`src/rtl/mul_defs.sv`:
```
// Shared defaults and FSM state encoding for the regfile-attached shift-add multiplier.
package mul_defs;
  localparam int unsigned DEF_WIDTH = 16;
  localparam int unsigned DEF_AW    = 4;

  typedef enum logic [2:0] {
    S_IDLE  = 3'd0,
    S_FETCH = 3'd1,
    S_CALC  = 3'd2,
    S_WB_LO = 3'd3,
    S_WB_HI = 3'd4
  } state_t;
endpackage

```
`src/rtl/shift_add_core.sv`:
```
// Iterative unsigned shift-add datapath: one multiplier bit retired per step.
module shift_add_core
  import mul_defs::*;
#(
  parameter int unsigned WIDTH = DEF_WIDTH
) (
  input  logic                 clk,
  input  logic                 rst,
  input  logic                 i_load,
  input  logic                 i_step,
  input  logic [WIDTH-1:0]     i_a,
  input  logic [WIDTH-1:0]     i_b,
  output logic [2*WIDTH-1:0]   o_product,
  output logic                 o_last
);
  localparam int unsigned CW = (WIDTH > 1) ? $clog2(WIDTH) : 1;
  localparam logic [CW-1:0] LAST_CNT = CW'(WIDTH - 1);

  logic [WIDTH-1:0]   r_mcand;
  logic [WIDTH-1:0]   r_mplier;
  logic [2*WIDTH-1:0] r_acc;
  logic [CW-1:0]      r_count;
  logic [WIDTH:0]     w_sum;

  // Carry out of the upper-half add becomes the new MSB after the shift.
  assign w_sum = {1'b0, r_acc[2*WIDTH-1:WIDTH]} + (r_mplier[0] ? {1'b0, r_mcand} : '0);

  always_ff @(posedge clk) begin
    if (rst) begin
      r_mcand  <= '0;
      r_mplier <= '0;
      r_acc    <= '0;
      r_count  <= '0;
    end else if (i_load) begin
      r_mcand  <= i_a;
      r_mplier <= i_b;
      r_acc    <= '0;
      r_count  <= '0;
    end else if (i_step) begin
      r_acc    <= {w_sum, r_acc[WIDTH-1:1]};
      r_mplier <= r_mplier >> 1;
      r_count  <= r_count + 1'b1;
    end
  end

  assign o_product = r_acc;
  assign o_last    = (r_count == LAST_CNT);
endmodule

```
`src/rtl/regfile_mul_unit.sv`:
```
// Multiplier that reads two operands from the register file and writes the product back.
module regfile_mul_unit
  import mul_defs::*;
#(
  parameter int unsigned WIDTH = DEF_WIDTH,
  parameter int unsigned AW    = DEF_AW
) (
  input  logic             clk,
  input  logic             rst,
  input  logic             start,
  input  logic [AW-1:0]    rs_a,
  input  logic [AW-1:0]    rs_b,
  input  logic [AW-1:0]    rd,
  input  logic             wide,
  output logic             busy,
  output logic             done,
  output logic [AW-1:0]    raddra,
  output logic [AW-1:0]    raddrb,
  input  logic [WIDTH-1:0] douta,
  input  logic [WIDTH-1:0] doutb,
  output logic [AW-1:0]    waddr,
  output logic [WIDTH-1:0] din,
  output logic             we
);
  state_t             r_state;
  logic [AW-1:0]      r_rd;
  logic               r_wide;
  logic               r_busy;
  logic [AW-1:0]      r_raddra;
  logic [AW-1:0]      r_raddrb;
  logic               w_load;
  logic               w_step;
  logic               w_last;
  logic [2*WIDTH-1:0] w_product;

  assign w_load = (r_state == S_FETCH);
  assign w_step = (r_state == S_CALC);

  shift_add_core #(.WIDTH(WIDTH)) u_core (
    .clk       (clk),
    .rst       (rst),
    .i_load    (w_load),
    .i_step    (w_step),
    .i_a       (douta),
    .i_b       (doutb),
    .o_product (w_product),
    .o_last    (w_last)
  );

  always_ff @(posedge clk) begin
    if (rst) begin
      r_state  <= S_IDLE;
      r_rd     <= '0;
      r_wide   <= 1'b0;
      r_busy   <= 1'b0;
      r_raddra <= '0;
      r_raddrb <= '0;
    end else begin
      case (r_state)
        S_IDLE: begin
          if (start) begin
            r_rd     <= rd;
            r_wide   <= wide;
            r_raddra <= rs_a;
            r_raddrb <= rs_b;
            r_busy   <= 1'b1;
            r_state  <= S_FETCH;
          end
        end
        S_FETCH: r_state <= S_CALC;
        S_CALC: begin
          if (w_last) r_state <= S_WB_LO;
        end
        S_WB_LO: begin
          r_busy  <= r_wide;
          r_state <= r_wide ? S_WB_HI : S_IDLE;
        end
        S_WB_HI: begin
          r_busy  <= 1'b0;
          r_state <= S_IDLE;
        end
        default: begin
          r_busy  <= 1'b0;
          r_state <= S_IDLE;
        end
      endcase
    end
  end

  // Write port is decoded from state and the product register only, never from inputs.
  always_comb begin
    we    = 1'b0;
    done  = 1'b0;
    waddr = '0;
    din   = '0;
    case (r_state)
      S_WB_LO: begin
        we    = 1'b1;
        waddr = r_rd;
        din   = w_product[WIDTH-1:0];
        done  = ~r_wide;
      end
      S_WB_HI: begin
        we    = 1'b1;
        waddr = AW'(r_rd + 1'b1);
        din   = w_product[2*WIDTH-1:WIDTH];
        done  = 1'b1;
      end
      default: ;
    endcase
  end

  assign busy   = r_busy;
  assign raddra = r_raddra;
  assign raddrb = r_raddrb;
endmodule

```
`config.mk`:
```
export PLATFORM = sky130hd
export DESIGN_NAME = regfile_mul_unit
export DESIGN_NICKNAME = d
export VERILOG_FILES = /design/src/rtl/mul_defs.sv /design/src/rtl/shift_add_core.sv /design/src/rtl/regfile_mul_unit.sv
export SDC_FILE = /design/constraint.sdc
export NUM_CORES = 1
export LEC_CHECK = 0
export CAP_MARGIN = 40
export CORE_MARGIN = 10
export CORE_UTILIZATION = 35
export CTS_BUF_LIST = sky130_fd_sc_hd__clkbuf_4 sky130_fd_sc_hd__clkbuf_8
export DETAILED_ROUTE_END_ITERATION = 10
export HOLD_SLACK_MARGIN = 0.15
export PLACE_DENSITY = 0.62
export SLEW_MARGIN = 20
export SYNTH_ARGS = -nofsm -noshare
export SYNTH_HDL_FRONTEND = slang
export SYNTH_SLANG_ARGS = --single-unit
```
`constraint.sdc`:
```
create_clock -name clk -period 3.05 [get_ports clk]
set_input_delay 0.61 -clock clk [delete_from_list [all_inputs] [get_ports clk]]
set_output_delay 0.61 -clock clk [all_outputs]
set_load 0.01 [all_outputs]
```
Word level (Yosys, flattened, before mapping):

Cells that the tools add are included.

* word-level logic and storage cells: 43
* bits in registers: 85
* bits of input ports: 48
* output and inout port bits: 31

* eq/ne operators: 7
* reduce and logical (&&, ||, !) cells: 8
* add/sub/neg operators: 3
* mux-type cells: 13
* bitwise logic cells: 2

Operators with widths (number)
* 2-to-1 mux 16 bit: 3
* case mux 16 bit (2 select lines): 1
* adder 16 x 17 -> 17 bit: 1
* case mux 3 bit (4 select lines): 1
* 2-to-1 mux 3 bit: 3
* adder 4 x 1 -> 4 bit, second input constant: 2
* case mux 4 bit (2 select lines): 1
* == test 3 x 2 -> 1 bit, second input constant: 2
* AND reduction 2 bit: 3
* OR reduction 2 bit: 3
* == test 4 bit, second input constant: 1
* != test 2 bit, second input constant: 2
* == test 3 x 1 -> 1 bit, second input constant: 1
* == test 3 bit, second input constant: 1
* logical NOT 3 bit: 1
* case mux 1 bit (3 select lines): 1
* 2-to-1 mux 1 bit: 2
* NOT 1 bit: 2
* case mux 1 bit (2 select lines): 1
* nonzero test 2 bit: 1

Depth between registers and ports, before layout:

* word-level depth: 4
* depth in mapped cells: 10
* mapped depth without buffers: 9

Cells and area by module:

Synthesis repeated with hierarchy kept, for this count alone.

* cell total of the unflattened synthesis: 521
* area, all modules: 4504.3 um2

Modules (own cells, without submodules)
* shift_add_core: instances 1, seq. area each 1361.3 um2, cells each 406, area each 3544.6 um2
* regfile_mul_unit: instances 1, seq. area each 340.3 um2, cells each 115, area each 959.7 um2

Worst setup path before layout:

Ideal clock, no wire load.

* kind: reg2reg
* start: register u_core.r_mplier[0]
* end: register u_core.r_acc[31] (netlist: u_core.o_product[31])
* slack: 0.606 ns
* stages on the path, launching flop included: 11
* data arrival time: 2.318 ns
* data required time: 2.925 ns
* library setup time: 0.125 ns
* clock period less this slack: 2.444 ns
* path buffers: 1
* path through: dfxtp_1 clkbuf_1 and2_1 ha_1 fa_1 a211oi_2 o21ai_1 a21oi_2 o21ai_2 a2111oi_2 nor3_1

* cells in the longest elaborated chain, start to end: 2

Ends and longest elaborated chain
* from (decl): RTL line shift_add_core.sv:20 `logic [WIDTH-1:0] r_mplier;`
* from (signal assigned): RTL line shift_add_core.sv:36 `r_mplier <= i_b;`
* from (signal assigned): RTL line shift_add_core.sv:41 `r_mplier <= r_mplier >> 1;`
* 2-to-1 mux 16 bit: RTL line shift_add_core.sv:26 `assign w_sum = {1'b0, r_acc[2*WIDTH-1:WIDTH]} + (r_mplier[0] ? {1'b0, r_mcand} : '0);`
* adder 16 x 17 -> 17 bit: RTL line shift_add_core.sv:26
* to (signal assigned): RTL line shift_add_core.sv:40 `r_acc <= {w_sum, r_acc[WIDTH-1:1]};`
* to (decl): RTL line shift_add_core.sv:21 `logic [2*WIDTH-1:0] r_acc;`

Every way passes these cells.
A chain may end at the register's enable or synchronous reset.

Worst setup path in the final report:

Ends and elaborated chain as after synthesis.

==> results.toml <==
[place]
dp_hpwl_um = 8287
gp_congestion = 0.8269
port_buffers = 78

[sta]
setup-tns-final_ns = 0
fin_crit_sh = 0.9148
hold_slack_ns = 0.4575
rsz0062_at_grt = "false"
setup_violations = 0
clock_skew_ns = 0.01776
slew_headroom = 0.6774
min_period_ns = 2.790
tightest_slew_ns = 0.4834
fmax_ghz = 0.3584
slew_violations = 0
hold_viol = 0

[floorplanning]
pin_count = 79
dieArea_sq_um = 17120
start_util = 0.3580
rows = 40
dieHeight_um = 130.8
die-width_um = 130.8
coreArea_sq_um = 12010

[global_routing]
first_global_vias = 3833
grt_max_degree = 32
antenna_found_initial = 0
globalRouteOverflowTotal = 0
grt.total_usage = 0.1346
grt_pass1_wl_um = 18750

[power]
powerDensity_nw_per_um2 = 446.7
swShare = 0.2834
cellLeakagePower_nw = 1.981
p_sw_mw = 0.6811
internal_power_mw = 1.722
clkPwrFrac = 0.345
power_frac_comb = 0.147
p_seq_frac = 0.508
ir_drop_mv = 0.2635

[layout]
drive_above_1_share = 0.08007
final_cell_mix = "nand2_1 (148), dfxtp_1 (85), clkdlybuf4s50_1 (77)"
antenna_cells = 0
fillers = 1193
layout_commonest_cell = "nand2_1"
synthToLayoutAreaGrowth_pct = 25.11
final_nets = 674

[routing]
vias = 3891
ant_nets = 0
drtIter0Drc = 347
firstDrtPassIters = 4
drc = 0
routed_wl_um = 11320
via_per_inst = 5.126
wl_per_cell_um = 14.91

[synth]
yosys_warnings = 0
avgSynthCellArea_sq_um = 7.920
async_reset_ff_frac = 0
synth_top_area_share = 0.3957
ys_top_cells_by_area = "dfxtp_1 (40%), nand2_1 (13%), a21oi_1 (7.3%)"
ys_types = 47
seq_area_frac_synth = 0.3957
synth-edff-count = 0
syn_inst = 543
ys_ff_latch = 85
synthFlopType = "dfxtp_1"
synth_area_sq_um = 4300
syn-num-nets = 610
yosysTopAreaCell = "dfxtp_1"

[clock_network]
holdBufCountCts = 0
cts.path.max_buffers = 2
numCtsBuffers = 9
cts.sinks = 85
cts_repair_resize_count = 0
h-tree-depth = 3
post_cts_buffers = 0
clk_latency_ns = 0.36
clockRootBuffer = "clkbuf_8"
clkTransAtPathRegs_ns = 0.09
cts_tree = "built"

[critical_path]
timing_worst_setup_path_type = "register to register"
startpoint = "u_core.r_mplier[0]"
crit_fanout = 17
cp-start-kind = "register"
cp.arrival_ns = 3.03
end_kind = "register"
worstReg2RegStart = "u_core.r_mplier[0]"
required_ns = 3.29

[worst_hold_path]
hp-class = "register to register"
min-delay-start = "u_core.r_mcand[2]"

[run_status]
status = "finished, final reports clean"

[run]
cap_viol_max_count = 0
[cells by family (layout without fill, tap and decap cells)]
| kind of cell | Yosys count | in the layout | share of synthesized area |
|---|---|---|---|
| compound gates | 147 | 147 | 0.2386 |
| xor+xnor | 13 | 13 | 0.02648 |
| fa+ha+maj | 19 | 19 | 0.05703 |
| buf+inv | 39 | 108 | 0.04219 |
| flops | 85 | 85 | 0.3957 |
| simple gates | 240 | 240 | 0.2400 |
[flip-flops by register name, indices dropped and copies added, names as in the netlist]
name and count:
raddra 4, raddrb 4, busy 1, u_core.r_count 4
r_wide 1, u_core.r_mplier 16, r_rd 4, r_state 3
u_core.r_mcand 16, u_core.o_product 32
[final timing paths]
kind / to / cells past startpoint / slack, ns
worst max-delay path: u_core.o_product[31] / 9 / 0.26
worst min-delay path: u_core.r_mcand[2] / 2 / 0.46
worst min register to register: u_core.r_mcand[2] / 2 / 0.46
worst max register to register: u_core.o_product[31] / 9 / 0.26
[power by group through the flow]
stage | logic (mW) | registers, mW | clock network, mW
finish | 0.354 | 1.22 | 0.829
global route | 0.396 | 1.23 | 0.902
CTS | 0.362 | 1.22 | 0.852
detailed placement | 0.360 | 1.24 | 0
global placement | 0.355 | 1.24 | 0
floorplan | 0.227 | 1.23 | 0
[routing by layer]
metal  vias to the layer above  part of all wire  track usage
li1                       2014                 -            -
met1                      1776              0.48       0.1790
met2                        94              0.45       0.2090
met3                         7             0.062      0.03183
met4                         0             0.010      0.04578
met5                         -                 0            0
[cell type report]
class | count | area [sq um] | share of cell area
clock buffers | 9 | 123.9 | 0.02302
well taps | 147 | 183.9 | 0.03419
clock inverters | 7 | 80.08 | 0.01488
repair buffers | 90 | 865.8 | 0.1609
flip-flops and latches | 85 | 1702 | 0.3163
inverters | 2 | 7.507 | 0.001395
multi-input cells | 419 | 2417 | 0.4493
[critical path: stages, from the launching register on]
cell and delay (ns):
dfxtp_1 0.46, and2_1 0.24, ha_1 0.21, fa_1 0.45, a211oi_2 0.28, o21ai_1 0.16
a21oi_2 0.32, o21ai_2 0.11, a2111oi_2 0.37, nor3_1 0.07
[Yosys cell counts, drive strengths merged (11+ instances only)]
cell type,n
ha,18
buf,23
a22o,17
a311oi,15
nand3,11
a21oi,64
and2,19
o21ai,22
dfxtp,85
nor2,38
clkbuf,14
nand2,148
[per-stage QoR]
| stage | utilization | cells | setup slack [ns] | cell area [sq um] | total power, mW |
|---|---|---|---|---|---|
| floorplan | - | 543 | 0.6063 | 4300 | 1.456 |
| global placement | 0.4309 | 743 | 0.3581 | 5176 | 1.597 |
| detailed placement | 0.4309 | 743 | 0.2942 | 5176 | 1.604 |
| CTS | 0.4479 | 759 | 0.2631 | 5380 | 2.432 |
| global route | 0.4479 | 759 | 0.05486 | 5380 | 2.528 |
| finish | 0.4479 | 759 | 0.2599 | 5380 | 2.403 |
Power figures use the tool's default switching activity.
==> RTL edit, RTL diff (config.mk and constraints unchanged) <==
The package constant `DEF_WIDTH` goes from 16 to 8.
--- a/src/rtl/mul_defs.sv
+++ b/src/rtl/mul_defs.sv
@@ -1,6 +1,6 @@
 // Shared defaults and FSM state encoding for the regfile-attached shift-add multiplier.
 package mul_defs;
-  localparam int unsigned DEF_WIDTH = 16;
+  localparam int unsigned DEF_WIDTH = 8;
   localparam int unsigned DEF_AW    = 4;
 
   typedef enum logic [2:0] {
Interface: changed (resized din, douta and doutb); port bits go from 79 to 55. The function was not compared with the original's and may differ.
==> RTL edit against the original RTL <==
- area after synthesis is 41% lower
- final area fell by 41%
- combinational power is 44% lower
- routed wire length fell by 44%
- sequential power down 39%
- die area down 36%
- worst setup slack worse by 89 ps
- non-clock buffer count fell by 30
- total power shrank 45%
- sequential cell count fell by 33
- critical endpoint is now waddr[2]
==> RTL edit: results (changes against the original RTL) <==
** Place
- Port Buffer Count :: 54 (-31%)
- Placed Area :: 3120 µm² (-40%)
- Placer congestion estimate :: 0.789 (-4.5%)

** Global routing
- The largest net degree at the start of global routing is 29 (-9.4%).
- Aggregate global-route resource usage :: 11.1% (-2.4 points)
- Number of global-route vias before repair :: 2110 (-45%)

** Synth
- Post-synth net total :: 354 (-42%)
- The commonest cells after synthesis are sky130_fd_sc_hd__nand2_1 (76), sky130_fd_sc_hd__dfxtp_1 (52), sky130_fd_sc_hd__a21oi_1 (41).
- Ranked by total cell area, the synthesized netlist is headed by sky130_fd_sc_hd__dfxtp_1 (41%), sky130_fd_sc_hd__nand2_1 (11%), sky130_fd_sc_hd__a21oi_1 (8.1%).
- Proportion of synthesized chip area in sequential cells :: 41.3% (+1.7 points)
- Most used flip-flop cell after synthesis :: sky130_fd_sc_hd__dfxtp_1

** Setup path
- The largest fanout on the critical path is 11 (-6).
- The slowest stage of the critical path is the sky130_fd_sc_hd__nor3b_2 cell.
- Data arrival time of the critical path :: 2270 ps (-760 ps)
- Maximum single-stage delay on the critical path :: 610 ps (+150 ps)
- Cell family contributing the most delay on the critical path :: simple AND/OR/NAND/NOR gates

** Status
- The flow ran to the end, and the final reports show no timing, DRC or antenna violations.

** Power and ir drop
- Leakage power :: 1.18 nW (-40%)
- The largest vdd supply drop was 0.188 mV (-29%).

** Layout
- The share of final-layout standard cells stronger than drive strength 1 came to 5.90% (-2.1 points).
- Number of nets in the layout :: 400 (-41%)

** Clock tree
- Total clock buffers created by CTS :: 5 (-4)
- The insertion delay of the later-clocked pin in the worst-skew pair was 300 ps (-60 ps).
- CTS H-Tree Depth :: 2 (-1)

** Timing
- Relative slew slack :: 55.8% (-12 points)

** Routing
- The total via count after detailed routing is 2220 (-43%).
- The number of violations reported at the end of detailed-routing iteration 0 is 113 (-67%).
- The average wire length per cell after detail routing was 13.9 µm (-6.8%).
-- RTL edit: cell count changes after synthesis, moves of 9 or more --
cell / delta
sky130_fd_sc_hd__nand2_1: -72
sky130_fd_sc_hd__dfxtp_1: -33
sky130_fd_sc_hd__nor2_1: -27
sky130_fd_sc_hd__a311oi_2: -9
sky130_fd_sc_hd__and2_1: -9
sky130_fd_sc_hd__buf_2: -12
sky130_fd_sc_hd__a21oi_1: -22
-- RTL edit: tightest hold or removal path: cells and delay by family (launching register included) --
kind	cells	cell delay (ps)
AOI/OAI and AO/OA	1	50
DFF	1	310
and+or+nand+nor	1	50
-- RTL edit: where the power goes --
group	internal (mW)	switching [mW]	leakage, nW
logic	0.0988	0.0988	0.716
clock network	0.165	0.214	0.0445
registers	0.712	0.0264	0.424
total	0.976	0.339	1.18
-- RTL edit: final timing paths --
check / to / start / cells past startpoint / slack [ps]
min: u_core.r_mcand[0] / u_core.r_mcand[0] / 2 / 450
max reg2reg: u_core.o_product[13] / u_core.r_mplier[0] / 7 / 890
max: waddr[2] / r_state[2] / 4 / 170
min reg2reg: u_core.r_mcand[0] / u_core.r_mcand[0] / 2 / 450
-- RTL edit: cells by family (layout without fill, tap and decap cells) --
logic type	count (synthesis)	count (layout)	share of synthesized area [%]
and+or+nand+nor	136	136	26.3
buffers and inverters	23	69	5.11
adders and majority gates	12	12	6.25
AOI/OAI and AO/OA	84	84	20.0
DFF	52	52	41.3
xor gates and xnor gates	3	3	1.04
-- RTL edit: area by class of cell --
type | instances | area (µm²)
clock inverter | 1 | 5.00
tap | 96 | 120
multi-input combinational | 235 | 1360
sequential | 52 | 1040
clock buffer | 6 | 76.3
fill | 721 | 3710
inverter | 2 | 7.51
timing repair buffer | 60 | 593
-- RTL edit: metal layers --
metal  up-vias  share of wire [%]  GRT usage [%]
met4         0                1.5           4.12
li1       1175                  -              -
met3         6                3.1           2.58
met1      1002                 51           14.5
met5         -                  0              0
met2        37                 44           17.3
-- RTL edit: through the flow --
stage          setup slack (ps)  std cells  hold slack [ps]  power (mW)
5_1_grt                    48.8        452              479        1.39
2_1_floorplan              1150        310              432       0.869
6_report                    171        452              454        1.32
4_1_cts                     141        452              458        1.34
3_5_place_dp                489        445              445       0.954
3_3_place_gp                577        444              440       0.949
